$ cat src/rtl/alu_muldiv.sv
// Multi-cycle multiply/divide unit: iterative shift-add multiply and restoring
// division on operand magnitudes, with sign fix-up before HI/LO are written.
module alu_muldiv #(
  parameter int WIDTH = 32,
  parameter int CNT_W = $clog2(WIDTH + 1)
) (
  input  logic             clk,
  input  logic             reset,
  input  logic             start,
  input  logic [1:0]       op,
  input  logic [WIDTH-1:0] a,
  input  logic [WIDTH-1:0] b,
  input  logic             mt_hi,
  input  logic             mt_lo,
  input  logic [WIDTH-1:0] wdata,
  output logic             busy,
  output logic             done,
  output logic             div_by_zero,
  output logic [WIDTH-1:0] hi,
  output logic [WIDTH-1:0] lo
);

  typedef enum logic [1:0] {IDLE, CALC, FIX} state_t;

  state_t               state, next_state;
  logic [2*WIDTH-1:0]   prod;
  logic [WIDTH-1:0]     mag_b;
  logic [CNT_W-1:0]     count;
  logic                 is_div, neg_q, neg_r, dz;

  logic                 is_signed, sa, sb, b_zero, dz_in;
  logic [WIDTH-1:0]     mag_a_in, mag_b_in;
  logic [WIDTH:0]       mul_sum, div_diff;
  logic [2*WIDTH-1:0]   step_next, prod_neg;
  logic [WIDTH-1:0]     quo, rem;

  always_comb begin
    is_signed = ~op[0];
    sa        = is_signed & a[WIDTH-1];
    sb        = is_signed & b[WIDTH-1];
    mag_a_in  = sa ? '0 - a : a;
    mag_b_in  = sb ? '0 - b : b;
    b_zero    = (b == '0);
    dz_in     = op[1] & b_zero;

    // prod holds {partial, multiplier} for multiply and {remainder, quotient} for divide
    mul_sum   = {1'b0, prod[2*WIDTH-1:WIDTH]} + (prod[0] ? {1'b0, mag_b} : '0);
    div_diff  = prod[2*WIDTH-1:WIDTH-1] - {1'b0, mag_b};
    if (is_div)
      step_next = div_diff[WIDTH] ? {prod[2*WIDTH-2:0], 1'b0}
                                  : {div_diff[WIDTH-1:0], prod[WIDTH-2:0], 1'b1};
    else
      step_next = {mul_sum, prod[WIDTH-1:1]};

    prod_neg  = '0 - prod;
    quo       = neg_q ? '0 - prod[WIDTH-1:0] : prod[WIDTH-1:0];
    rem       = neg_r ? '0 - prod[2*WIDTH-1:WIDTH] : prod[2*WIDTH-1:WIDTH];
  end

  always_ff @(posedge clk) begin
    if (reset) state <= IDLE;
    else       state <= next_state;
  end

  always_comb begin
    next_state = state;
    busy       = 1'b0;
    case (state)
      IDLE: if (start) next_state = dz_in ? FIX : CALC;
      CALC: begin
        busy = 1'b1;
        if (count == CNT_W'(1)) next_state = FIX;
      end
      FIX: begin
        busy       = 1'b1;
        next_state = IDLE;
      end
      default: next_state = IDLE;
    endcase
  end

  always_ff @(posedge clk) begin
    if (reset) begin
      prod        <= '0;
      mag_b       <= '0;
      count       <= '0;
      is_div      <= 1'b0;
      neg_q       <= 1'b0;
      neg_r       <= 1'b0;
      dz          <= 1'b0;
      done        <= 1'b0;
      div_by_zero <= 1'b0;
      hi          <= '0;
      lo          <= '0;
    end else begin
      done <= 1'b0;
      case (state)
        IDLE: begin
          if (start) begin
            is_div      <= op[1];
            neg_q       <= sa ^ sb;
            neg_r       <= sa;
            dz          <= dz_in;
            div_by_zero <= 1'b0;
            count       <= CNT_W'(WIDTH);
            mag_b       <= mag_b_in;
            // Divide-by-zero preloads the final HI/LO so FIX just copies them out
            prod        <= dz_in ? {a, {WIDTH{1'b1}}} : {{WIDTH{1'b0}}, mag_a_in};
          end else begin
            if (mt_hi) hi <= wdata;
            if (mt_lo) lo <= wdata;
          end
        end
        CALC: begin
          count <= count - CNT_W'(1);
          prod  <= step_next;
        end
        FIX: begin
          done <= 1'b1;
          if (dz) begin
            hi          <= prod[2*WIDTH-1:WIDTH];
            lo          <= prod[WIDTH-1:0];
            div_by_zero <= 1'b1;
          end else if (is_div) begin
            hi <= rem;
            lo <= quo;
          end else if (neg_q) begin
            hi <= prod_neg[2*WIDTH-1:WIDTH];
            lo <= prod_neg[WIDTH-1:0];
          end else begin
            hi <= prod[2*WIDTH-1:WIDTH];
            lo <= prod[WIDTH-1:0];
          end
        end
        default: ;
      endcase
    end
  end

endmodule
$ cat config.mk
export PLATFORM = sky130hd
export DESIGN_NAME = alu_muldiv
export DESIGN_NICKNAME = d
export VERILOG_FILES = /design/src/rtl/alu_muldiv.sv
export SDC_FILE = /design/constraint.sdc
export NUM_CORES = 1
export LEC_CHECK = 0
export CORE_UTILIZATION = 50
export DETAILED_ROUTE_END_ITERATION = 12
export HOLD_SLACK_MARGIN = 0.05
export PLACE_DENSITY = 0.72
export SYNTH_ARGS = -nofsm -noshare
export SYNTH_HDL_FRONTEND = slang
export SYNTH_SLANG_ARGS = --single-unit
export TNS_END_PERCENT = 1
$ cat constraint.sdc
create_clock -name clk -period 4.8 [get_ports clk]
set_input_delay 0.48 -clock clk [delete_from_list [all_inputs] [get_ports clk]]
set_output_delay 0.48 -clock clk [all_outputs]
set_load 0.005 [all_outputs]
==> flow_summary.json <==
{
  "outcome": "finished clean",
  "syn_inst": 1996,
  "clk_pin_slew_ns": 0.08,
  "synth_area_leader_cell": "dfxtp_1",
  "min_path_cells": 2,
  "synth_compound_area_share_pct": 29.4,
  "path_buf_inv": 2,
  "synth_commonest_cells": "nor2_1 (282), a21oi_1 (254), dfxtp_1 (174)",
  "routabilityCongestion": 0.980,
  "busiest_layer": "met2",
  "critical_path.top_delay_family": "compound AO/OA/AOI/OAI gates",
  "die-area_sq_mm": 0.0299,
  "synth-simple-area-share_pct": 21.1,
  "max_freq_mhz": 237,
  "n_antenna_cell": 0,
  "final_nets": 2284,
  "clk_latency_ns": 0.45,
  "r2r_slack_ns": 0.58,
  "synth_top_area_share_pct": 23.9,
  "syn_area_sq_mm": 0.0146,
  "worstSetupPathType": "reg2reg",
  "initial_core_util_pct": 50.8,
  "start_kind": "register",
  "cp_common_cell": "o21ai_0",
  "core_area_sq_mm": 0.0287,
  "synth_mux_area_share_pct": 4.42,
  "p_leak_nw": 6.53,
  "num_vias": 16000,
  "endpoint_kind": "register",
  "synth_xor_area_share_pct": 9.73,
  "synth_fa_ha_area_share_pct": 6.54,
  "fin_skew_ns": 0.0163,
  "grt_use_total_pct": 36.0,
  "grt_pass1_vias": 14900,
  "use_met2_pct": 56.4,
  "fin_crit_sh_pct": 87.9,
  "htree_num_levels": 4,
  "ys_warn_count": 0,
  "synth_seq_cells": 174,
  "reg2reg_depth": 12,
  "post-dp-hpwl_um": 42300,
  "drcViolationCount": 0,
  "nFillCells": 2658,
  "syn-num-nets": 2174,
  "max-cap-violations": 0,
  "syn2layout_area_growth_pct": 18.7,
  "crit_fanout": 19,
  "finalPower_w": 0.00648,
  "cp_slowest_cell": "o211a_1",
  "first_pass_iters": 6,
  "hold_viol": 0,
  "yosysSeqAreaShare_pct": 23.9,
  "cts_setup_buffers": 0,
  "die_h_um": 173,
  "relSlewSlack_pct": 18.3,
  "postSynth.asyncResetShare_pct": 0,
  "gr-usage-met3_pct": 6.11,
  "cts_hold_buffers": 0,
  "ant_nets": 0,
  "antenna_found_initial": 1,
  "ys_types": 73,
  "io_pins": 170,
  "crit_required_ns": 5.12,
  "synth_ff_type": "dfxtp_1",
  "numCtsBuffers": 17,
  "syn_avg_cell_area_sq_um": 7.31,
  "r2r-end": "prod[54]$_SDFFE_PP0P_",
  "max_stage_delay_ns": 0.83,
  "drt_iter0_markers": 1800,
  "setup_tns_ns": 0,
  "crit_arrival_ns": 4.54,
  "grt_max_degree": 99,
  "drive_above_1_share_pct": 5.66,
  "overflow": 0,
  "setup_viol": 0,
  "drv_slew": 0,
  "synth_top_family_by_area": "compound AO/OA/AOI/OAI gates",
  "tightest_slew_ns": 1.22,
  "cts_tree": "built",
  "rows": 62,
  "r2r-start": "prod[32]$_SDFFE_PP0P_",
  "hp-start": "hi[15]$_SDFFE_PP0P_",
  "grt_pass1_wl_um": 84800,
  "viasPerCell": 6.38,
  "die_w_um": 173,
  "ys_top_cells_by_area": "dfxtp_1 (24%), a21oi_1 (8.7%), nor2_1 (7.3%)",
  "min_path_type": "reg2reg",
  "synth.most_common_cell": "nor2_1",
  "root_buffer": "clkbuf_16",
  "synth-edff-count": 0,
  "power_density_mw_per_mm2": 374,
  "peakVddDrop_v": 0.000201,
  "cts_resized": 0,
  "wl_um": 55000,
  "crit_start": "prod[32]$_SDFFE_PP0P_",
  "use_met1_pct": 48.3,
  "io_buffers": 169,
  "cp_cell_sequence": "inv_1 -> fa_1 -> nand2b_1 -> a21oi_1 -> o21ai_0 -> o21ai_0 -> buf_4 -> a2111o_1 -> o211a_1 -> mux2_2 -> mux2i_1 -> a2111oi_0",
  "clock_sinks": 174,
  "fin_crit_ns": 4.22,
  "hold_end": "hi[15]$_SDFFE_PP0P_",
  "cts_buffer_depth": 2,
  "wire_per_inst_um": 22.0,
  "rsz0062_at_grt": "no"
}
==> sequential cells by signal, indices dropped and copies added (netlist names), 2 cells and up <==
| signal | count |
|---|---|
| mag_b | 32 |
| hi | 32 |
| count | 6 |
| lo | 32 |
| prod | 64 |
| state | 2 |
==> power breakdown <==
group	total [W]	internal (W)	switching, W
sequential	0.00185	0.00163	0.000223
combinational	0.00313	0.00125	0.00187
clock	0.00151	0.000719	0.000789
total	0.00648	0.00360	0.00288
==> metrics by stage <==
stage	setup slack [ns]	std cells	instance area, sq um	utilization, %	hold WS [ns]
global route	0.191	2503	17300	60.3	0.471
finish	0.580	2503	17300	60.3	0.451
global placement	0.809	2471	16700	58.1	0.440
floorplan	1.41	1996	14600	-	0.432
CTS	0.692	2503	17300	60.3	0.456
detailed placement	0.702	2471	16700	58.1	0.445
==> worst reg2reg max path: stages, from the launching register on <==
cell       delay, ns
dfxtp_1         0.62
inv_1           0.19
fa_1            0.49
nand2b_1        0.19
a21oi_1         0.20
o21ai_0         0.19
o21ai_0         0.20
buf_4           0.17
a2111o_1        0.16
o211a_1         0.83
mux2_2          0.33
mux2i_1         0.07
a2111oi_0       0.45
==> final cells by class <==
type | count | area, sq um | share of cell area [%]
clock buffers | 17 | 425 | 2.46
inverters | 59 | 221 | 1.28
clock inverters | 15 | 208 | 1.20
repair buffers | 220 | 2070 | 12.0
flip-flops and latches | 174 | 3480 | 20.1
multi-input cells | 1634 | 10400 | 60.2
well taps | 384 | 480 | 2.77
==> worst max path at each step <==
stage	to	slack [ns]	cells after the start
global placement	prod[26]$_SDFFE_PP0P_	0.81	9
finish	prod[54]$_SDFFE_PP0P_	0.58	12
global route	prod[54]$_SDFFE_PP0P_	0.19	12
detailed placement	prod[54]$_SDFFE_PP0P_	0.70	12
CTS	prod[54]$_SDFFE_PP0P_	0.69	12
floorplan	prod[55]$_SDFFE_PP0P_	1.41	14
==> cell usage in the layout, fill, tap and decap left out, drive strengths merged, types with 11 or more instances in the layout <==
cell / Yosys / routed
nor2b: 11 / 11
o211ai: 17 / 17
a31oi: 14 / 14
a21oi: 254 / 254
o311ai: 12 / 12
o31ai: 31 / 31
nand3: 28 / 28
ha: 73 / 73
mux2i: 52 / 52
buf: 19 / 52
o21a: 14 / 14
clkbuf: 110 / 17
dfxtp: 174 / 174
or4: 15 / 15
nor2: 282 / 282
a311oi: 13 / 13
clkdlybuf4s50: 0 / 168
a21o: 38 / 38
nand4: 12 / 12
inv: 59 / 64
xnor2: 94 / 94
nand2b: 20 / 20
xor2: 68 / 68
or3: 29 / 29
a221oi: 17 / 17
a211oi: 81 / 81
mux2: 11 / 11
nor4: 21 / 21
o41ai: 14 / 14
nor3: 47 / 47
o21ai: 101 / 101
nand2: 155 / 155
==> logic make-up (layout without fill, tap and decap cells) <==
group | after synthesis | after routing
adder cells (fa/ha/maj) | 75 | 75
multiplexers | 63 | 63
flip-flops | 174 | 174
AND/OR/NAND/NOR | 664 | 664
XOR/XNOR | 162 | 162
AO/OA/AOI/OAI | 670 | 670
buffers and inverters | 188 | 311
==> routing by layer <==
| metal | vias up | part of all wire [%] |
|---|---|---|
| li1 | 7505 | - |
| met1 | 7398 | 42 |
| met2 | 911 | 44 |
| met3 | 155 | 9.5 |
| met4 | 0 | 4.3 |
| met5 | - | 0 |
Note: power is estimated with default switching activity, not from simulation.
